$ cat config.mk
export PLATFORM = sky130hd
export DESIGN_NAME = delay_ctrl
export DESIGN_NICKNAME = d
export VERILOG_FILES = /design/src/rtl/delay_ctrl.sv
export SDC_FILE = /design/constraint.sdc
export NUM_CORES = 1
export LEC_CHECK = 0
export CORE_MARGIN = 5
export CORE_UTILIZATION = 47
export DETAILED_ROUTE_END_ITERATION = 8
export GPL_TIMING_DRIVEN = 0
export PLACE_DENSITY = 0.76
export RECOVER_POWER = 25
export SKIP_CTS_REPAIR_TIMING = 1
export SKIP_LAST_GASP = 1
export SYNTH_ARGS = -nofsm -noshare
export SYNTH_HDL_FRONTEND = slang
export SYNTH_SLANG_ARGS = --single-unit
$ cat constraint.sdc
create_clock -name clk -period 3.41 [get_ports clk]
set_clock_uncertainty 0.2 [all_clocks]
set_input_delay 0.5115 -clock clk [delete_from_list [all_inputs] [get_ports clk]]
set_output_delay 0.5115 -clock clk [all_outputs]
set_load 0.01 [all_outputs]
$ cat src/rtl/delay_ctrl.sv
// Sequencer for the audio delay line: sample-tick divider, wr/rd strobes, offset register
// and a FILL/RUN state machine that keeps rd low until the RAM holds 'offset' samples.
module delay_ctrl #(
  parameter int A_WIDTH   = 9,
  parameter int DIV_WIDTH = 16
) (
  input  logic                 clk,
  input  logic                 rst,
  input  logic                 en,
  input  logic [DIV_WIDTH-1:0] div,
  input  logic                 off_req,
  input  logic [A_WIDTH-1:0]   off_val,
  output logic                 off_ack,
  output logic                 wr,
  output logic                 rd,
  output logic [A_WIDTH-1:0]   offset,
  output logic                 out_valid,
  output logic [1:0]           state
);

  typedef enum logic [1:0] {
    S_IDLE = 2'd0,
    S_FILL = 2'd1,
    S_RUN  = 2'd2
  } state_t;

  state_t               state_q, state_d;
  logic [DIV_WIDTH-1:0] cnt_q, cnt_d;
  logic [A_WIDTH-1:0]   fill_q, fill_d;
  logic [A_WIDTH-1:0]   offset_q, offset_d;
  logic                 wr_q, wr_d;
  logic                 rd_q, rd_d;
  logic                 out_valid_q, out_valid_d;
  logic                 off_ack_q, off_ack_d;

  logic                 tick;
  logic                 accept;
  logic [A_WIDTH-1:0]   fill_inc;

  // Offset handshake: off_req is a level held by the requester until it sees the
  // one-cycle off_ack pulse; the transfer happens on the cycle accept is high, and
  // a request seen while off_ack is still high is not taken again.
  always_comb begin
    tick     = en && (cnt_q == div);
    accept   = off_req && !off_ack_q && ((state_q == S_IDLE) || tick);
    fill_inc = (fill_q == {A_WIDTH{1'b1}}) ? fill_q : fill_q + 1'b1;

    cnt_d = '0;
    if (en) begin
      cnt_d = (cnt_q == div) ? '0 : cnt_q + 1'b1;
    end

    offset_d    = accept ? off_val : offset_q;
    off_ack_d   = accept;
    out_valid_d = rd_q;
    state_d     = state_q;
    fill_d      = fill_q;
    wr_d        = 1'b0;
    rd_d        = 1'b0;

    if (!en) begin
      state_d = S_IDLE;
    end else begin
      case (state_q)
        S_IDLE: begin
          state_d = S_FILL;
          fill_d  = '0;
        end
        S_FILL: begin
          if (tick) begin
            wr_d   = 1'b1;
            fill_d = fill_inc;
            if (fill_inc >= offset_d) state_d = S_RUN;
          end
        end
        S_RUN: begin
          // A larger offset than the RAM currently holds drops back to FILL.
          if (tick) begin
            wr_d   = 1'b1;
            fill_d = fill_inc;
            if (offset_d > fill_inc) begin
              state_d = S_FILL;
            end else begin
              rd_d = 1'b1;
            end
          end
        end
        default: state_d = S_IDLE;
      endcase
    end
  end

  always_ff @(posedge clk or negedge rst) begin
    if (!rst) begin
      state_q     <= S_IDLE;
      cnt_q       <= '0;
      fill_q      <= '0;
      offset_q    <= '0;
      wr_q        <= 1'b0;
      rd_q        <= 1'b0;
      out_valid_q <= 1'b0;
      off_ack_q   <= 1'b0;
    end else begin
      state_q     <= state_d;
      cnt_q       <= cnt_d;
      fill_q      <= fill_d;
      offset_q    <= offset_d;
      wr_q        <= wr_d;
      rd_q        <= rd_d;
      out_valid_q <= out_valid_d;
      off_ack_q   <= off_ack_d;
    end
  end

  assign off_ack   = off_ack_q;
  assign wr        = wr_q;
  assign rd        = rd_q;
  assign offset    = offset_q;
  assign out_valid = out_valid_q;
  assign state     = state_q;

endmodule

==> metrics.md <==
| Metric | Value |
|---|---|
| Post-route fraction of the period consumed by the critical path | `112%` |
| Total count of max-transition violations in the final report | `38` |
| Number of warnings reported in the yosys synthesis log | `0` |
| Fillers | `386` |
| Source of the worst hold timing path | `rd` |
| Clock latency on the worst-skew pair | `290 ps` |
| Number of buffers added by the clock tree synthesis step | `5` |
| Arr. time, crit path | `3790 ps` |
| Proportion of netlist area held by the largest area contributor | `43.3%` |
| # nets final | `331` |
| Count of antenna diodes in the layout | `0` |
| Wire per inst | `15.2 um` |
| Proportion of synthesized chip area in sequential cells | `43.3%` |
| Die width | `80.1 um` |
| Maximum number of pins on one net before global-route repair | `38` |
| IR drop worst, VDD | `397 uV` |
| Post-detail-place hpwl | `3720 um` |
| H-tree Lvls | `2` |
| Number of distinct library cell variants in the gate-level netlist after synthesis | `32` |
| Site Rows | `25` |
| Number of instances in the synthesized netlist | `229` |
| Worst reg2reg startpoint | `cnt_q[10]` |
| Cells along the critical path | `xor2_1 -> nor4_1 -> nand4_1 -> nor2_4 -> o211a_1 -> buf_6 -> mux2_2 -> ha_4 -> nand4_1 -> buf_4 -> mux2i_1 -> or3_1 -> o221a_4 -> mux2i_1` |
| Setup-violating endpoint count in the final report | `3` |
| Internal | `1170 uW` |
| Total Routing Usage GR | `16.9%` |
| First-pass GRT wire length | `8490 um` |
| Maximum achievable frequency | `262 MHz` |
| Post-route minimum period | `3810 ps` |
| Placement Setup Slack | `-1110 ps` |
| Post-synthesis to final-layout area growth | `37.1%` |
| Post-DRT Antenna Nets | `0` |
| Portion of total power attributed to sequential cells | `33.2%` |
| RSZ-0062 raised after global routing | `yes` |
| Net count after synthesis | `273` |
| Number of violations reported at the end of detailed-routing iteration 0 | `60` |
| Detail-routed via count per cell | `5.25` |
| Result of the run | `complete, but fails checks` |
| I/O pin count | `44` |
| Required time reported for the critical path endpoint | `3390 ps` |
| Synth Area per Inst | `10.1 um2` |
| Area of the multi-input gates | `1410 um2` |
| Failing checks | `max-capacitance violations, max-slew violations, negative setup slack` |
| Post-route worst setup slack | `-402 ps` |
| Sequential cell area | `1000 um2` |
| Core ar. | `4750 um2` |
| Max-cap violations | `1` |
| Number of global-route vias before repair | `1854` |
| Clock transition at path regs | `80 ps` |
| Cell at the root of the clock tree | `sky130_fd_sc_hd__clkbuf_8` |
| Clock network fraction of total power | `18.6%` |
| RD Place Congestion | `0.901` |
| PD cells | `563 nW/um2` |
| Total Routed Length | `5390 um` |
| Reported net switching power | `614 uW` |
| Number of sinks driven by the clock tree | `40` |
| Library cell occupying the most area in the post-synthesis netlist | `sky130_fd_sc_hd__dfrtp_1` |
| Die ar. | `6420 um2` |
| Most frequent standard cell in the layout excluding fill and tap cells | `sky130_fd_sc_hd__dfrtp_1` |
| DR DRC count | `0` |
| Switch share | `34.4%` |
| Worst path max stage delay | `430 ps` |
| Type of element capturing the critical path | `flip-flop` |
| Length of the first detailed-routing pass in iterations | `4` |
| DIE HEIGHT | `80.1 um` |
| Buffers & Inverters on Critical Path | `2` |
| Worst Setup Path Type | `reg -> reg` |
| Slew at the pin closest to its max-slew limit | `1960 ps` |
| Fraction of layout instances using a drive strength above 1 | `16.0%` |
| Post-layout util | `66.6%` |
| Initial antenna violation count | `0` |
| Startpoint types | `flip-flop` |
| Top cells by area in the synthesized netlist | `sky130_fd_sc_hd__dfrtp_1, sky130_fd_sc_hd__xor2_1, sky130_fd_sc_hd__ha_1, sky130_fd_sc_hd__mux2_2, sky130_fd_sc_hd__nor2_1` |
| GRT overflow | `0` |
| Largest driver fanout on the critical path | `5` |
| Worst-path cell with the longest stage delay | `sky130_fd_sc_hd__dfrtp_1` |
| Comb power frac | `48.2%` |
| Beginning of the critical path | `cnt_q[10]` |
| Count of buffers inserted at the top-level ports | `42` |
| Final number of hold-violating endpoints | `0` |
| Worst slew margin relative to its limit | `-30.8%` |
| Initial core utilization | `48.6%` |
| Commonest cells after routing, fill and taps aside | `sky130_fd_sc_hd__dfrtp_1, sky130_fd_sc_hd__xor2_1, sky130_fd_sc_hd__nor2_1` |
| Clock tree from TritonCTS | `yes` |
| Flop and latch count out of synthesis | `40` |
| Maximum clock insertion buffer count | `2` |
| Leakage Power | `0.00152 uW` |
| Kind of cell adding the most delay to the critical path | `simple AND/OR/NAND/NOR gates` |
| Worst min-delay path class | `reg -> reg` |
| Via count of the routed design | `1865` |
| Post-Synthesis Cell Area | `2310 um2` |
[final timing paths]
| path | to | slack [ps] | cells past startpoint |
|---|---|---|---|
| max in group asynchronous | cnt_q[5] | 420 | 3 |
| hold / removal | out_valid | 190 | 0 |
| min in group asynchronous | cnt_q[9] | 360 | 2 |
| setup / recovery | state[0] | -400 | 14 |
| setup reg to reg | state[0] | -400 | 14 |
| hold reg to reg | out_valid | 190 | 0 |
[final cells by class]
type                    count  share of cell area [%]
plain buffers               6                    1.03
clock buffers               6                    2.61
clock inverters             2                   0.316
inverters                   5                   0.593
multi-input cells         178                    44.5
flip-flops and latches     40                    31.7
well taps                  67                    2.65
repair buffers             51                    16.6
[metrics by stage]
stage | TNS, ps | cell area (um2) | hold slack (ps) | cells | power [uW]
after floorplan | -331 | 2380 | 15.9 | 229 | 1040
after global placement | -2900 | 2880 | 174 | 338 | 1310
after detailed placement | -3020 | 2900 | 132 | 339 | 1330
after CTS | -2150 | 2990 | -187 | 347 | 1670
after global routing | -1710 | 3170 | 203 | 355 | 1900
final | -861 | 3170 | 190 | 355 | 1780
[layer usage]
layer	vias to the layer above	GRT usage (%)	part of all wire [%]
met5	-	0	0
met4	0	6.93	1.9
met1	891	21.0	44
li1	912	-	-
met3	11	4.60	5.3
met2	51	27.6	49
[state kept, by name (all words and copies together) (netlist names)]
register   flops
cnt_q         16
out_valid      1
state          2
rd             1
wr             1
off_ack        1
fill_q         9
offset         9
[synth_stat cells]
cell type and instances:
sky130_fd_sc_hd__a2111oi_0 1, sky130_fd_sc_hd__a21o_1 2, sky130_fd_sc_hd__a21oi_1 7, sky130_fd_sc_hd__a22o_1 5, sky130_fd_sc_hd__and2_1 2, sky130_fd_sc_hd__and3_1 9, sky130_fd_sc_hd__and4_1 3, sky130_fd_sc_hd__buf_2 2
sky130_fd_sc_hd__buf_6 1, sky130_fd_sc_hd__clkbuf_1 3, sky130_fd_sc_hd__dfrtp_1 40, sky130_fd_sc_hd__ha_1 15, sky130_fd_sc_hd__inv_1 5, sky130_fd_sc_hd__mux2_2 9, sky130_fd_sc_hd__mux2i_1 6, sky130_fd_sc_hd__nand2_1 21
sky130_fd_sc_hd__nand3_1 6, sky130_fd_sc_hd__nand4_1 6, sky130_fd_sc_hd__nor2_1 27, sky130_fd_sc_hd__nor2b_1 1, sky130_fd_sc_hd__nor3_1 1, sky130_fd_sc_hd__nor3b_1 1, sky130_fd_sc_hd__nor4_1 4, sky130_fd_sc_hd__o211a_1 1
sky130_fd_sc_hd__o21ai_0 8, sky130_fd_sc_hd__o21ai_1 1, sky130_fd_sc_hd__o221a_2 1, sky130_fd_sc_hd__o31ai_1 3, sky130_fd_sc_hd__or2_4 1, sky130_fd_sc_hd__or3_1 1, sky130_fd_sc_hd__xnor2_1 10, sky130_fd_sc_hd__xor2_1 26
[kinds of logic after synthesis]
family / Yosys count / share of synthesized area (%)
compound gates: 29 / 8.29
xor+xnor: 36 / 13.7
fa+ha+maj: 15 / 8.13
buf+inv: 11 / 2.22
flops: 40 / 43.3
mux: 15 / 6.99
simple gates: 83 / 17.4
[power groups by stage]
| stage | registers [uW] | clock network [uW] | logic [uW] |
|---|---|---|---|
| after floorplan | 628 | 0 | 410 |
| after global placement | 595 | 0 | 711 |
| after detailed placement | 599 | 0 | 734 |
| after CTS | 592 | 336 | 737 |
| after global routing | 603 | 352 | 940 |
| final | 592 | 331 | 861 |
(Power assumes the default switching activity.)
